==> config.mk <==
export PLATFORM = sky130hd
export DESIGN_NAME = window_ctrl
export DESIGN_NICKNAME = d
export VERILOG_FILES = /design/src/rtl/window_ctrl.sv
export SDC_FILE = /design/constraint.sdc
export NUM_CORES = 1
export LEC_CHECK = 0
export CAP_MARGIN = 20
export CORE_MARGIN = 8
export CORE_UTILIZATION = 50
export CTS_BUF_LIST = sky130_fd_sc_hd__clkbuf_8 sky130_fd_sc_hd__clkbuf_16
export DETAILED_ROUTE_END_ITERATION = 10
export GPL_TIMING_DRIVEN = 0
export PLACE_DENSITY = 0.87
export SKIP_CTS_REPAIR_TIMING = 1
export SLEW_MARGIN = 5
export SYNTH_ARGS = -nofsm -noshare
export SYNTH_HDL_FRONTEND = slang
export SYNTH_SLANG_ARGS = --single-unit
==> constraint.sdc <==
create_clock -name i_clk -period 5.9 [get_ports i_clk]
set_input_delay 0.885 -clock i_clk [delete_from_list [all_inputs] [get_ports i_clk]]
set_output_delay 0.885 -clock i_clk [all_outputs]
set_load 0.005 [all_outputs]
==> src/rtl/window_ctrl.sv <==
// Line-buffer controller for the conv front end: round-robin writes into four
// 3-tap line buffers and assembles registered 3x3 windows once three lines are held.
module window_ctrl #(
    parameter int F   = 28,
    parameter int B   = 8,
    parameter int NLB = 4
) (
    input  logic               i_clk,
    input  logic               i_rst,
    input  logic [B-1:0]       i_pixel_data,
    input  logic               i_pixel_valid,
    output logic               o_ready,
    input  logic               i_out_ready,
    input  logic [NLB*3*B-1:0] i_lb_data,
    output logic [NLB-1:0]     o_lb_wr_valid,
    output logic [NLB-1:0]     o_lb_rd,
    output logic [9*B-1:0]     o_pixel_data,
    output logic               o_pixel_valid,
    output logic               o_intr
);

    localparam int CW    = (F > 1) ? $clog2(F) : 1;
    localparam int SW    = $clog2(NLB);
    localparam int OW    = $clog2(NLB*F + 1);
    localparam logic [CW-1:0] LAST   = CW'(F - 1);
    localparam logic [OW-1:0] FULL   = OW'(NLB*F);
    localparam logic [OW-1:0] THRESH = OW'(3*F);

    typedef enum logic {IDLE, READ} state_t;

    state_t          state;
    logic [CW-1:0]   wr_cnt;
    logic [SW-1:0]   wr_sel;
    logic [CW-1:0]   rd_cnt;
    logic [SW-1:0]   rd_sel;
    logic [OW-1:0]   occupancy;
    logic            accept;
    logic            rd_fire;
    logic [SW-1:0]   sel1;
    logic [SW-1:0]   sel2;
    logic [9*B-1:0]  window;

    assign o_ready = (occupancy < FULL);

    always_comb begin
        accept        = i_pixel_valid & o_ready;
        rd_fire       = (state == READ) & i_out_ready;
        sel1          = rd_sel + SW'(1);
        sel2          = rd_sel + SW'(2);
        o_lb_wr_valid = '0;
        o_lb_rd       = '0;
        if (accept) begin
            o_lb_wr_valid[wr_sel] = 1'b1;
        end
        if (rd_fire) begin
            o_lb_rd[rd_sel] = 1'b1;
            o_lb_rd[sel1]   = 1'b1;
            o_lb_rd[sel2]   = 1'b1;
        end
        // Top row comes from the oldest buffer still held, bottom from the newest.
        window = {i_lb_data[int'(rd_sel)*3*B +: 3*B],
                  i_lb_data[int'(sel1)*3*B   +: 3*B],
                  i_lb_data[int'(sel2)*3*B   +: 3*B]};
    end

    always_ff @(posedge i_clk) begin
        if (i_rst) begin
            wr_cnt    <= '0;
            wr_sel    <= '0;
            occupancy <= '0;
        end else begin
            if (accept) begin
                if (wr_cnt == LAST) begin
                    wr_cnt <= '0;
                    wr_sel <= wr_sel + SW'(1);
                end else begin
                    wr_cnt <= wr_cnt + CW'(1);
                end
            end
            case ({accept, rd_fire})
                2'b10:   occupancy <= occupancy + OW'(1);
                2'b01:   occupancy <= occupancy - OW'(1);
                default: occupancy <= occupancy;
            endcase
        end
    end

    // Returning to IDLE after each row forces a one-cycle gap between output rows.
    always_ff @(posedge i_clk) begin
        if (i_rst) begin
            state         <= IDLE;
            rd_cnt        <= '0;
            rd_sel        <= '0;
            o_intr        <= 1'b0;
            o_pixel_valid <= 1'b0;
            o_pixel_data  <= '0;
        end else begin
            o_intr        <= 1'b0;
            o_pixel_valid <= rd_fire;
            if (rd_fire) begin
                o_pixel_data <= window;
            end
            case (state)
                IDLE: begin
                    if (occupancy >= THRESH) begin
                        state <= READ;
                    end
                end
                READ: begin
                    if (rd_fire) begin
                        if (rd_cnt == LAST) begin
                            rd_cnt <= '0;
                            rd_sel <= rd_sel + SW'(1);
                            o_intr <= 1'b1;
                            state  <= IDLE;
                        end else begin
                            rd_cnt <= rd_cnt + CW'(1);
                        end
                    end
                end
                default: state <= IDLE;
            endcase
        end
    end

endmodule

==> metrics.csv <==
metric,value,unit
fin_skew,6.03,ps
cpPeakStageDelay,490,ps
async_reset_ff_share,0,%
synth_edf_count,0,
clkSinkCount,96,
clkTransAtPathRegs,60,ps
cts.htree.levels,3,
viasPerCell,6.14,
grt_max_degree,15,
period_minus_slack,4200,ps
relSlewSlack,55.5,%
path_common_cell,buf_2,
postRouteAntennaNets,0,
hold_viol_final,0,
worst-setup-path-type,in -> reg,
synthCells,565,
path_cells,clkdlybuf4s50_1 -> nand2_1 -> inv_2 -> buf_2 -> buf_2 -> ha_1 -> buf_2 -> xor2_1 -> ha_1 -> o22ai_1 -> nor3_1 -> mux2i_1 -> mux2_1,
tritoncts,done,
layout.nets,879,
p_leak,2.67,nW
worstPathMaxFanout,11,
finalCritPeriodShare,71.1,%
combPwrFrac,13.4,%
fin_setup_tns,0,ps
clock.fmax,0.238,GHz
drt_pre_antenna_iters,5,
clock_tree.buffer_depth,2,
num_vias,5533,
gp_congestion,0.879,
grt_pass1_vias,5621,
port-buffer-count,182,
track_usage,26.2,%
finalSetupViolCount,0,
std_cell_rows,38,
ff_latch_area,0.00192,mm2
synthFlopType,dfxtp_1,
swShare,22.6,%
dieArea,0.0149,mm2
dp_hpwl,14900,um
grt_pass1_wl,30200,um
yosysSeqAreaShare,34.1,%
ios,191,
worst_hold_slack,453,ps
syn2layout_area_growth,40.9,%
rsz0062_at_grt,false,
die_y,122,um
drive_gt1_share,16.3,%
clockPowerShare,41.7,%
power.density,188,mW/mm2
multiInputGateArea,0.00340,mm2
status,"finished, final reports clean",
cp_data_required_time,6120,ps
wl,20200,um
vdd_drop_max,0.137,mV
diodes,0,
synth.distinct_cells,48,
seqPwrFrac,44.8,%
critPathLaunchType,input pin,
synth-warning-count,0,
syn_nets,686,
wl_per_cell,22.4,um
dr.first_iter.drc_count,487,
cts_buffers,9,
overflow,0,
end_kind,flip-flop,
worstMarginPinSlew,667,ps
hold_class,reg -> reg,
final_area,0.00795,mm2
fill_cells,782,
start_util,51.6,%
syn_avg_cell_area,9.99,um2
die_w,122,um
cts_root_buffer,clkbuf_16,
final_util,72.7,%
synth_area,0.00564,mm2
worst-endpoint-arrival,4420,ps
maxCapViolations,0,
antenna_found_initial,0,
placed_area,0.00764,mm2
clk_latency,340,ps
core_area,0.0109,mm2
crit_slowest_cell,clkdlybuf4s50_1,
internal-power,1.15,mW
synth_seq_cells,96,
power.net_switching,0.337,mW
drc,0,
drv_slew,0,
## layer usage
metal	GRT usage (%)	share of wire, %	up-vias
met5	0	0	-
met4	9.98	3.1	0
met3	5.47	9.4	54
met2	46.7	51	353
met1	30.4	37	2714
li1	-	-	2412
## power by group through the flow
| stage | Combinational [mW] | Clock [mW] | Sequential (mW) |
|---|---|---|---|
| floorplan | 0.0783 | 0 | 0.681 |
| global placement | 0.186 | 0 | 0.682 |
| detailed placement | 0.195 | 0 | 0.683 |
| CTS | 0.197 | 0.619 | 0.668 |
| global route | 0.209 | 0.646 | 0.669 |
| finish | 0.200 | 0.622 | 0.668 |
## state kept, by name (all words and copies together), names as in the netlist
name / cells
wr_sel: 2
o_pixel_valid: 1
rd_cnt: 5
state: 1
occupancy: 7
o_intr: 1
wr_cnt: 5
rd_sel: 2
o_pixel_data: 72
## through the flow
| stage | worst slack (ps) | power, mW | cells |
|---|---|---|---|
| final | 1700 | 1.49 | 901 |
| after global routing | 1510 | 1.52 | 901 |
| after CTS | 1770 | 1.48 | 901 |
| after detailed placement | 1460 | 0.877 | 887 |
| after global placement | 1540 | 0.868 | 887 |
| after floorplan | 2630 | 0.759 | 565 |
## worst paths after layout
path | startpoint | to | slack [ps] | cells after the start
setup reg to reg | state | occupancy[4] | 2410 | 12
setup / recovery | i_out_ready | occupancy[4] | 1700 | 13
hold reg to reg | o_pixel_data[46] | o_pixel_data[46] | 450 | 2
hold / removal | o_pixel_data[46] | o_pixel_data[46] | 450 | 2
## Yosys cell counts (all sizes together), types with 2 or more instances
library cell	count	share of area [%]
dfxtp	96	34
ha	13	2.9
o21ai	2	0.18
buf	31	3.8
nor2	22	1.5
nand2b	2	0.27
or2	2	0.22
nor2b	4	0.44
inv	8	0.53
nand4	3	0.44
o21a	2	0.27
o22ai	2	0.22
and3	4	0.44
xor2	6	0.93
xnor2	8	1.2
nand2	157	10
a21o	2	0.27
mux2i	6	1.1
mux4	72	29
clkbuf	19	1.3
nor3b	2	0.35
a21oi	83	7.4
nand3	4	0.44
## worst max-delay path, delay by kind of cell
kind,cells,cell delay [ps]
AND/OR/NAND/NOR,2,440
buffers and inverters,5,1490
adder cells (fa/ha/maj),2,580
AO/OA/AOI/OAI,1,140
XOR/XNOR,1,170
multiplexers,2,710
## layout make-up
class                      count  area share (%)
buffer                        50            3.64
sequential                    96            24.2
tap                          140            2.20
timing repair buffer         182            22.9
inverter                       8           0.378
clock inverter                 4           0.881
clock buffer                  10            3.01
multi-input combinational    411            42.8
## kinds of logic (layout without fill, tap and decap cells)
family | after synthesis | count (layout) | synth area share [%]
adder cells (fa/ha/maj) | 13 | 13 | 2.88
XOR/XNOR | 14 | 14 | 2.17
AND/OR/NAND/NOR | 208 | 208 | 15.7
AO/OA/AOI/OAI | 97 | 97 | 9.51
flip-flops | 96 | 96 | 34.1
multiplexers | 79 | 79 | 30.0
buffers and inverters | 58 | 254 | 5.65
## placed cells by master, fill, tap and decap left out, types with 3 or more instances in the layout
cell             count
clkbuf_1            18
buf_6                8
dfxtp_1             96
nand3_1              3
xor2_1               6
ha_1                13
nand2_1            157
mux4_2              72
xnor2_1              8
a21oi_1             82
clkbuf_16            9
clkdlybuf4s50_1    182
nor2b_1              4
buf_1                5
buf_2               12
inv_1                6
mux2i_1              6
nor2_1              22
and3_1               4
buf_4                6
Power figures use the tool's default switching activity.
